## src/rtl/mode_req_arbiter_pkg.sv

```systemverilog
// Shared types, command codes and the command-to-mode decoder used by the
// mode-change arbiter and its round-robin sub-block.
package mode_arb_pkg;

  // Sequencer states. Encoding 2'b11 is deliberately left unused and is
  // recovered to IDLE by the FSM default branch.
  typedef enum logic [1:0] {
    IDLE  = 2'b00,
    CHECK = 2'b01,
    RESP  = 2'b10
  } state_e;

  // Security modes, ordered so that a numerically larger value is a more
  // privileged mode (escalation check relies on this ordering).
  typedef enum logic [1:0] {
    MODE_SAFE = 2'd0,
    MODE_LOW  = 2'd1,
    MODE_MID  = 2'd2,
    MODE_HIGH = 2'd3
  } mode_e;

  localparam logic [2:0] CMD_HIGH = 3'h3;
  localparam logic [2:0] CMD_MID  = 3'h4;
  localparam logic [2:0] CMD_LOW  = 3'h5;
  localparam logic [2:0] CMD_LOCK = 3'h7;

  localparam int CMD_W = 3;

  // Any code that is not an explicit mode request collapses to MODE_SAFE,
  // which is always legal. CMD_LOCK also decodes to MODE_SAFE here; the
  // FSM intercepts it before the decoded target is ever applied.
  function automatic mode_e decode_cmd(input logic [2:0] code);
    case (code)
      CMD_HIGH: return MODE_HIGH;
      CMD_MID:  return MODE_MID;
      CMD_LOW:  return MODE_LOW;
      default:  return MODE_SAFE;
    endcase
  endfunction

endpackage

```

## src/rtl/mode_req_arbiter_if.sv

```systemverilog
// Request/response bundle between the requesting agents and the arbiter.
// The master side raises requests; the slave side (arbiter) answers them and
// publishes the current mode/lock state to the gated datapath.
interface mode_req_arbiter_if #(
  parameter int NUM_REQ = 2
);

  logic [NUM_REQ-1:0]   req;
  logic [3*NUM_REQ-1:0] cmd;
  logic [NUM_REQ-1:0]   ack;
  logic [NUM_REQ-1:0]   err;
  logic [1:0]           mode;
  logic                 locked;
  logic                 busy;

  modport master (
    output req,
    output cmd,
    input  ack,
    input  err,
    input  mode,
    input  locked,
    input  busy
  );

  modport slave (
    input  req,
    input  cmd,
    output ack,
    output err,
    output mode,
    output locked,
    output busy
  );

endinterface

```

## src/rtl/mode_req_arbiter_rr_arbiter.sv

```systemverilog
// Combinational round-robin picker: grants the first active requester at or
// after ptr_i, wrapping modulo NUM_REQ.
module rr_arbiter #(
  parameter int NUM_REQ = 2,
  parameter int IDX_W   = 1
) (
  input  logic [NUM_REQ-1:0] req_i,
  input  logic [IDX_W-1:0]   ptr_i,
  output logic               grant_valid_o,
  output logic [IDX_W-1:0]   grant_idx_o
);

  // Candidate index and its request bit for each offset from the pointer.
  logic [IDX_W-1:0]   cand_idx [NUM_REQ];
  logic [NUM_REQ-1:0] cand_req;

  genvar gi;
  generate
    for (gi = 0; gi < NUM_REQ; gi++) begin : g_cand
      logic [IDX_W:0] sum;
      // Modular add kept one bit wider so the wrap compare cannot overflow.
      assign sum          = {1'b0, ptr_i} + (IDX_W + 1)'(gi);
      assign cand_idx[gi] = (sum >= (IDX_W + 1)'(NUM_REQ))
                            ? IDX_W'(sum - (IDX_W + 1)'(NUM_REQ))
                            : IDX_W'(sum);
      assign cand_req[gi] = req_i[cand_idx[gi]];
    end
  endgenerate

  // Scan offsets from farthest to nearest so the nearest active one wins.
  always_comb begin
    grant_valid_o = 1'b0;
    grant_idx_o   = '0;
    for (int i = NUM_REQ - 1; i >= 0; i--) begin
      if (cand_req[i]) begin
        grant_valid_o = 1'b1;
        grant_idx_o   = cand_idx[i];
      end
    end
  end

endmodule

```

## src/rtl/mode_req_arbiter.sv

```systemverilog
// Mode-change request arbiter. Serves one request per three-cycle
// IDLE -> CHECK -> RESP transaction, owns the shared security-mode register
// and the sticky lock flag. Only PRIV_IDX may raise the mode or lock it.
module mode_req_arbiter
  import mode_arb_pkg::*;
#(
  parameter int NUM_REQ  = 2,
  parameter int PRIV_IDX = 0
) (
  input  logic              clk,
  input  logic              rst_n,
  mode_req_arbiter_if.slave bus
);

  localparam int IDX_W = (NUM_REQ > 1) ? $clog2(NUM_REQ) : 1;
  localparam logic [IDX_W-1:0] PRIV = IDX_W'(PRIV_IDX);
  localparam logic [IDX_W-1:0] LAST = IDX_W'(NUM_REQ - 1);

  // Registered state.
  state_e             state_q;
  mode_e              mode_q;
  logic               locked_q;
  logic               busy_q;
  logic [NUM_REQ-1:0] ack_q;
  logic [NUM_REQ-1:0] err_q;
  logic [IDX_W-1:0]   rr_ptr_q;
  logic [IDX_W-1:0]   win_q;
  logic [2:0]         cmd_q;

  // Next-state values produced by the CHECK evaluation.
  mode_e              mode_d;
  logic               locked_d;
  logic               accept_d;
  mode_e              target;

  // Arbiter results.
  logic               grant_valid;
  logic [IDX_W-1:0]   grant_idx;
  logic [IDX_W-1:0]   rr_ptr_d;

  // Per-requester command slices and the one-hot of the latched winner.
  logic [2:0]         cmd_arr [NUM_REQ];
  logic [NUM_REQ-1:0] win_onehot;

  genvar gi;
  generate
    for (gi = 0; gi < NUM_REQ; gi++) begin : g_req
      assign cmd_arr[gi]    = bus.cmd[CMD_W*gi +: CMD_W];
      assign win_onehot[gi] = (win_q == IDX_W'(gi));
    end
  endgenerate

  rr_arbiter #(
    .NUM_REQ (NUM_REQ),
    .IDX_W   (IDX_W)
  ) u_rr_arbiter (
    .req_i         (bus.req),
    .ptr_i         (rr_ptr_q),
    .grant_valid_o (grant_valid),
    .grant_idx_o   (grant_idx)
  );

  // Pointer moves to the requester just after the winner, wrapping.
  always_comb begin
    rr_ptr_d = (grant_idx == LAST) ? '0 : grant_idx + IDX_W'(1);
  end

  // Policy evaluation of the latched command, highest priority first:
  // lock blocks everything, LOCK is privileged, escalation is privileged.
  always_comb begin
    target   = decode_cmd(cmd_q);
    mode_d   = mode_q;
    locked_d = locked_q;
    accept_d = 1'b0;
    if (locked_q) begin
      accept_d = 1'b0;
    end else if (cmd_q == CMD_LOCK) begin
      if (win_q == PRIV) begin
        locked_d = 1'b1;
        accept_d = 1'b1;
      end
    end else if ((target > mode_q) && (win_q != PRIV)) begin
      accept_d = 1'b0;
    end else begin
      mode_d   = target;
      accept_d = 1'b1;
    end
  end

  // Transaction sequencer with registered outputs; unknown encodings fall
  // back to IDLE without touching mode, lock or the response pulses.
  always_ff @(posedge clk or negedge rst_n) begin
    if (!rst_n) begin
      state_q  <= IDLE;
      mode_q   <= MODE_SAFE;
      locked_q <= 1'b0;
      busy_q   <= 1'b0;
      ack_q    <= '0;
      err_q    <= '0;
      rr_ptr_q <= '0;
      win_q    <= '0;
      cmd_q    <= '0;
    end else begin
      case (state_q)
        IDLE: begin
          ack_q <= '0;
          err_q <= '0;
          if (grant_valid) begin
            win_q    <= grant_idx;
            cmd_q    <= cmd_arr[grant_idx];
            rr_ptr_q <= rr_ptr_d;
            state_q  <= CHECK;
            busy_q   <= 1'b1;
          end
        end
        CHECK: begin
          mode_q   <= mode_d;
          locked_q <= locked_d;
          ack_q    <= accept_d ? win_onehot : '0;
          err_q    <= accept_d ? '0 : win_onehot;
          state_q  <= RESP;
          busy_q   <= 1'b1;
        end
        RESP: begin
          ack_q   <= '0;
          err_q   <= '0;
          state_q <= IDLE;
          busy_q  <= 1'b0;
        end
        default: begin
          ack_q   <= '0;
          err_q   <= '0;
          state_q <= IDLE;
          busy_q  <= 1'b0;
        end
      endcase
    end
  end

  assign bus.ack    = ack_q;
  assign bus.err    = err_q;
  assign bus.mode   = mode_q;
  assign bus.locked = locked_q;
  assign bus.busy   = busy_q;

endmodule

```

## src/flat_wrapper.sv

```systemverilog
// flat-port wrapper written by rule: the top's interface ports become plain ports
module mode_req_arbiter_flat import mode_arb_pkg::*;
#(
  parameter int NUM_REQ  = 2,
  parameter int PRIV_IDX = 0
)
  (clk, rst_n, bus_req, bus_cmd, bus_ack, bus_err, bus_mode, bus_locked, bus_busy);
  mode_req_arbiter_if #(.NUM_REQ(NUM_REQ)) bus_i ();
  input  logic clk;
  input  logic rst_n;
  input wire logic [$bits(bus_i.req)-1:0] bus_req;
  input wire logic [$bits(bus_i.cmd)-1:0] bus_cmd;
  output wire logic [$bits(bus_i.ack)-1:0] bus_ack;
  output wire logic [$bits(bus_i.err)-1:0] bus_err;
  output wire logic [$bits(bus_i.mode)-1:0] bus_mode;
  output wire logic [$bits(bus_i.locked)-1:0] bus_locked;
  output wire logic [$bits(bus_i.busy)-1:0] bus_busy;
  assign bus_i.req = bus_req;
  assign bus_i.cmd = bus_cmd;
  assign bus_ack = bus_i.ack;
  assign bus_err = bus_i.err;
  assign bus_mode = bus_i.mode;
  assign bus_locked = bus_i.locked;
  assign bus_busy = bus_i.busy;
  mode_req_arbiter #(.NUM_REQ(NUM_REQ), .PRIV_IDX(PRIV_IDX)) u_core (.clk(clk), .rst_n(rst_n), .bus(bus_i));
endmodule
```

## config.mk

```make
export PLATFORM = sky130hd
export DESIGN_NAME = mode_req_arbiter_flat
export DESIGN_NICKNAME = d
export VERILOG_FILES = /design/src/rtl/mode_req_arbiter_pkg.sv /design/src/rtl/mode_req_arbiter_if.sv /design/src/rtl/mode_req_arbiter_rr_arbiter.sv /design/src/rtl/mode_req_arbiter.sv /design/src/flat_wrapper.sv
export SDC_FILE = /design/constraint.sdc
export NUM_CORES = 1
export LEC_CHECK = 0
export ABC_AREA = 1
export BUFFER_PORTS_ARGS = -buffer_cell sky130_fd_sc_hd__buf_2
export CORE_UTILIZATION = 40
export CTS_BUF_LIST = sky130_fd_sc_hd__clkbuf_16
export DETAILED_ROUTE_END_ITERATION = 8
export PLACE_DENSITY = 0.71
export RECOVER_POWER = 25
export SLEW_MARGIN = 20
export SYNTH_ARGS = -nofsm -noshare
export SYNTH_HDL_FRONTEND = slang
export SYNTH_SLANG_ARGS = --single-unit
```

## constraint.sdc

```tcl
create_clock -name clk -period 1.4 [get_ports clk]
set_input_delay 0.14 -clock clk [delete_from_list [all_inputs] [get_ports clk]]
set_output_delay 0.14 -clock clk [all_outputs]
set_load 0.01 [all_outputs]
```

==> results of run 1 <==
## cell type report
class,instances,share of cell area
inverters,14,0.0512
well taps,24,0.0292
clock inverters,1,0.00365
flip-flops and latches,15,0.365
clock buffers,3,0.0731
multi-input cells,57,0.342
repair buffers,24,0.135
## metal layers
layer,track usage,vias up
met3,0.0367,4
met5,0,-
met1,0.183,275
li1,-,326
met4,0.0909,0
met2,0.238,23
## registers in the layout (all words and copies together), names as in the netlist
name / flops
u_core.bus.mode: 2
u_core.rr_ptr_q: 1
u_core.state_q: 2
u_core.bus.ack: 2
u_core.bus.err: 2
u_core.bus.locked: 1
u_core.cmd_q: 3
u_core.win_q: 1
u_core.bus.busy: 1
## synthesized netlist by cell type
| cell type | number | share of area |
|---|---|---|
| nor2_1 | 6 | 0.031 |
| nand3_1 | 14 | 0.097 |
| dfrtp_1 | 15 | 0.52 |
| a21oi_1 | 2 | 0.014 |
| inv_2 | 3 | 0.016 |
| nor2_8 | 1 | 0.028 |
| nand2_1 | 24 | 0.13 |
| o21ai_1 | 2 | 0.014 |
| nor2_2 | 3 | 0.026 |
| nand3b_1 | 2 | 0.021 |
| ha_1 | 2 | 0.035 |
| nor2_4 | 1 | 0.016 |
| inv_1 | 11 | 0.057 |
## placed cells by master, fill, tap and decap left out
cell type      netlist  final
buf_2                0     16
nor2_1               6      5
nor2_4               1      1
clkbuf_16            0      3
nand3_2              0      4
dlygate4sd3_1        0      1
ha_4                 0      2
nand3b_1             2      2
inv_1               11     10
nor2_2               3      4
nand2_1             24     21
o21ai_1              2      2
nand2_2              0      3
clkbuf_1             0      1
dfrtp_1             15     15
nand3_1             14     10
inv_2                3      5
buf_4                0      6
nor2_8               1      1
a21oi_2              0      1
a21oi_1              2      1
## worst max-delay path: cells and delay by family (launching register included)
family	cells	cell delay, ns
buffers and inverters	2	0.13
and+or+nand+nor	6	0.50
adders and majority gates	1	0.26
DFF	1	0.41
AOI/OAI and AO/OA	1	0.05
## per-stage QoR
step / std cells / hold slack [ns] / cell area [µm²] / utilization
3_3_place_gp: 129 / 0.0562 / 851 / 0.534
2_1_floorplan: 86 / -0.156 / 721 / -
5_1_grt: 138 / 0.161 / 1030 / 0.644
4_1_cts: 135 / 0.136 / 952 / 0.597
6_report: 138 / 0.136 / 1030 / 0.644
3_5_place_dp: 129 / 0.0555 / 851 / 0.534
## power groups by stage
stage	sequential, mW	combinational (mW)	clock, mW
final	0.767	1.14	0.527
after CTS	0.759	0.893	0.536
after detailed placement	0.761	0.856	0
after global placement	0.755	0.835	0
after floorplan	0.786	0.567	0
after global routing	0.788	1.28	0.562
## path summary, 6_finish.rpt
| check | startpoint | endpoint | cells after the start |
|---|---|---|---|
| worst max-delay path | u_core.cmd_q[2] | u_core.bus.mode[0] | 10 |
| worst min-delay path | bus_cmd[2] | u_core.cmd_q[2] | 3 |
| worst max register to register | u_core.cmd_q[2] | u_core.bus.mode[0] | 10 |
| worst min register to register | u_core.bus.locked | u_core.bus.ack[0] | 1 |
| max in group asynchronous | rst_n | u_core.rr_ptr_q | 2 |
| min in group asynchronous | rst_n | u_core.bus.err[0] | 2 |
## cells by family after synthesis
| kind of cell | after synthesis | share of synthesized area |
|---|---|---|
| AND/OR/NAND/NOR | 51 | 0.344 |
| flip-flops | 15 | 0.521 |
| buffers and inverters | 14 | 0.0729 |
| AO/OA/AOI/OAI | 4 | 0.0278 |
| adder cells (fa/ha/maj) | 2 | 0.0347 |
## repair_timing
item                                    in CTS  in global routing
endpoints found under the setup margin       4                  4
buffers inserted                             1                  3
hold buffers                                 1                  0
hold endpoints to repair                    15                  0
pin swaps                                    6                  8
gates resized for setup                      1                 12
==> impl_metrics.tcl, run 1 <==
set metrics [dict create \
    status "finished, violations left" \
    violations "setup timing" \
    area_growth_pct 42.5 \
    diodes 0 \
    combPwrFrac 0.468 \
    ys_warn_count 0 \
    dr_wl_met3_um 64 \
    portBuffers 17 \
    criticalPathCategory "reg2reg" \
    rows 14 \
    drt_iter0_markers 20 \
    fmax_ghz 0.686 \
    ys_ff_latch 15 \
    fin_tns_setup_ns -0.193 \
    multi_input_area_um2 352 \
    highest_layer "met4" \
    cts_tree "built" \
    total_power_mw 2.43 \
    ys_seq_area_frac 0.521 \
    cp-end-kind "flop" \
    grtUsageTotal 0.150 \
    path_clk_slew_ns 0.05 \
    antenna_found_initial 0 \
    drc 0 \
    clk_latency_ns 0.24 \
    worst_slack_ns -0.0581 \
    grt_max_degree 16 \
    nFillCells 132 \
    p_seq_frac 0.315 \
    die_h_um 44.4 \
    hold_viol_final 0 \
    core_area_mm2 0.00159 \
    required_ns 1.53 \
    tightest_slew_ns 0.782 \
    grt_pass1_vias 533 \
    dpl_worst_slack_ns -0.0642 \
    fin_worst_skew_ns 0.00242 \
    overflow 0 \
    arrival_ns 1.59 \
    cpPeakStageDelay_ns 0.41 \
    die_w_um 44.4 \
    design.die.area_mm2 0.00198 \
    post_drt_via_cell_ratio 4.55 \
    firstDrtPassIters 5 \
    num_vias 628 \
    postRouteWirelength_um 1370 \
    grt_pass1_wl_um 2110 \
    cts_max_level 1 \
    power_leakage_nw 0.550 \
    wl_per_cell_um 9.94 \
    m1WireLength_um 592 \
    gp_congestion 0.690 \
    cap_violations 0 \
    register_area_um2 375 \
    nNetsFinal 127 \
    cts_root_buf "clkbuf_16" \
    critPathLaunchType "flop" \
    finalSetupViolCount 4 \
    avgSynthCellArea_um2 8.38 \
    worst_path_max_delay_cell "dfrtp_1" \
    p_sw_mw 0.951 \
    rsz0062_at_grt "yes" \
    syn_inst 86 \
    p_int_mw 1.48 \
    sw_frac_of_total 0.391 \
    io_pins 18 \
    crit_fanout 4 \
    synth_area_um2 721 \
    clockBufferDepth 2 \
    relSlewSlack 0.479 \
    cpMostUsedCell "nand2_1" \
    synth.distinct_cells 13 \
    ir_drop_v 0.00112 \
    ant_nets 0 \
    syn_nets 98 \
    layout_min_cycle_time_ns 1.46 \
    cts_inserted_buffers 3 \
    drv_slew 0 \
    r2r_setup_slack_ns -0.06 \
    min_path_type "in2reg" \
    hpwl_um 930 \
    clock-sinks 15 \
    clkPwrFrac 0.217 \
    drive_gt1_frac 0.404 \
    crit_path_cell_trace "inv_2 -> nand3_2 -> nand2_1 -> inv_2 -> ha_4 -> a21oi_2 -> nand2_2 -> nand2_2 -> nand2_1 -> nand2_1" \
    initial_core_util 0.452 \
    wl_met2_um 697 \
    post-route-period-util 1.04 \
    power_density_mw_per_mm2 2370 \
]
Note: power is estimated with default switching activity, not from simulation.
==> run 2: changes to the inputs <==
--- a/config.mk
+++ b/config.mk
@@ -10,6 +10,7 @@
 export CORE_UTILIZATION = 40
 export CTS_BUF_LIST = sky130_fd_sc_hd__clkbuf_16
 export DETAILED_ROUTE_END_ITERATION = 8
+export GPL_TIMING_DRIVEN = 0
 export PLACE_DENSITY = 0.71
 export RECOVER_POWER = 25
 export SLEW_MARGIN = 20
==> run 2 against run 1 <==
Net effect:
- combinational power rose by 13%
- critical endpoint is now u_core.bus.mode[1]
- the run still ends with setup timing left
- highest routed layer unchanged
- first-iteration DRC count down 85%
- clock skew up 0.0022 ns
- non-clock buffer count up 2
- fmax is 0.44% lower
- via count rose by 3.5%
- count of clock-buffer cells in the layout unchanged
- hold slack lost 0.0061 ns
- clock power rose by 2%
- final cell count grew 1.4%
- flip-flop and latch count unchanged
- register-to-register slack hardly changed
==> impl_metrics.tcl, run 2 (synthesis gave the netlist of run 1 again) <==
set metrics [dict create \
    hp-start "bus_cmd[2]" \
    criticalPathCategory "reg2reg" \
    grt_pass1_vias 591 \
    path_clk_slew_ns 0.05 \
    clockBufferDepth 2 \
    fin_worst_skew_ns 0.00459 \
    critPathLaunchType "flop" \
    min_path_type "in2reg" \
    drt_iter0_markers 3 \
    violations "setup timing" \
    cts_max_level 1 \
    die_h_um 44.4 \
    status "finished, violations left" \
    drc 0 \
    p_sw_mw 1.03 \
    clk_latency_ns 0.24 \
    p_int_mw 1.56 \
    drv_slew 0 \
    firstDrtPassIters 2 \
    sw_frac_of_total 0.397 \
    io_pins 18 \
    fin_tns_setup_ns -0.212 \
    crit_fanout 4 \
    combPwrFrac 0.497 \
    diodes 0 \
    ant_nets 0 \
    relSlewSlack 0.485 \
    core_area_mm2 0.00159 \
    postRouteWirelength_um 1510 \
    worst_slack_ns -0.0646 \
    ir_drop_v 0.00115 \
    nFillCells 129 \
    tightest_slew_ns 0.772 \
    gp_congestion 0.686 \
    hold_viol_final 0 \
    cp-startpoint "u_core.cmd_q[1]" \
    cts_inserted_buffers 3 \
    fmax_ghz 0.683 \
    cts_root_buf "clkbuf_16" \
    grt_max_degree 16 \
    power_leakage_nw 0.564 \
    initial_core_util 0.452 \
    nNetsFinal 129 \
    dpl_worst_slack_ns -0.106 \
    required_ns 1.58 \
    portBuffers 17 \
    wl_per_cell_um 10.8 \
    multi_input_area_um2 362 \
    holdWs_ns 0.129 \
    layout_min_cycle_time_ns 1.46 \
    rows 14 \
    design.die.area_mm2 0.00198 \
    clkPwrFrac 0.208 \
    num_vias 650 \
    cp-end-kind "flop" \
    grt_pass1_wl_um 2300 \
    register_area_um2 375 \
    drive_gt1_frac 0.431 \
    area_growth_pct 46.0 \
    cts_tree "built" \
    power_density_mw_per_mm2 2460 \
    p_seq_frac 0.296 \
    finalSetupViolCount 4 \
    regToRegStartpoint "u_core.cmd_q[1]" \
    post_drt_via_cell_ratio 4.64 \
    overflow 0 \
    grtUsageTotal 0.164 \
    final_common_cell "nand2_1" \
    die_w_um 44.4 \
    post-route-period-util 1.05 \
    hpwl_um 957 \
    antenna_found_initial 0 \
    arrival_ns 1.64 \
    cap_violations 0 \
    clock-sinks 15 \
    top_register "u_core.cmd_q" \
    rsz0062_at_grt "yes" \
    largest_reg_flops 3 \
    final_cell_mix "nand2_1 (18), buf_2 (16), dfrtp_1 (15)" \
]
-- run 2: cell count changes in the layout (fill, tap and decap cells not counted) --
| cell | before | now |
|---|---|---|
| nand2_4 | 0 | 1 |
| nor2_2 | 4 | 3 |
| buf_4 | 6 | 8 |
| nand2_1 | 21 | 18 |
| nor2_1 | 5 | 6 |
| nand2_2 | 3 | 5 |
-- run 2: per-layer routing --
layer,up-vias,global-route usage,wire length (µm)
li1,335,-,-
met1,292,0.177,630
met2,19,0.285,802
met3,4,0.0367,51
met4,0,0.109,29
met5,-,0,0
-- run 2: path summary, 6_finish.rpt --
path	to	slack (ns)	cells past startpoint
setup / recovery	u_core.bus.mode[1]	-0.06	9
hold / removal	u_core.cmd_q[2]	0.13	3
setup reg to reg	u_core.bus.mode[1]	-0.06	9
hold reg to reg	u_core.bus.ack[0]	0.45	1
max in group asynchronous	u_core.state_q[0]	0.43	2
min in group asynchronous	u_core.bus.ack[1]	0.49	2
-- run 2: repair_timing --
item	4_1_cts	5_1_grt
hold endpoints to repair	15	0
buffers inserted	3	5
hold buffers	1	0
setup endpoints to repair	4	4
resized for setup	2	14
pin swaps	4	10
-- run 2: final cells by class --
cell class              instances  area share
inverters                      14      0.0499
repair buffers                 26       0.146
well taps                      24      0.0285
multi-input cells              57       0.344
flip-flops and latches         15       0.357
clock buffers                   3      0.0713
clock inverters                 1     0.00357
-- run 2: metrics by stage --
| step | cell area (µm²) | std cells | utilization | power [mW] |
|---|---|---|---|---|
| 5_1_grt | 1050 | 140 | 0.660 | 2.79 |
| 3_3_place_gp | 836 | 127 | 0.524 | 1.54 |
| 2_1_floorplan | 721 | 86 | - | 1.35 |
| 4_1_cts | 952 | 135 | 0.597 | 2.21 |
| 3_5_place_dp | 836 | 127 | 0.524 | 1.58 |
| 6_report | 1050 | 140 | 0.660 | 2.59 |
-- run 2: critical path: stages, from the launching register on --
cell and delay [ns]:
dfrtp_1 0.40, nand3b_1 0.19, nand2_2 0.09, inv_2 0.05
ha_4 0.21, a21oi_2 0.17, nand2_4 0.09, nand2_2 0.08
nand2_1 0.05, nand2_1 0.06
-- run 2: power groups by stage --
stage,Clock (mW),Combinational [mW],Sequential [mW]
after floorplan,0,0.567,0.786
after global placement,0,0.784,0.758
after detailed placement,0,0.818,0.764
after CTS,0.546,0.902,0.758
after global routing,0.567,1.43,0.789
final,0.537,1.29,0.765
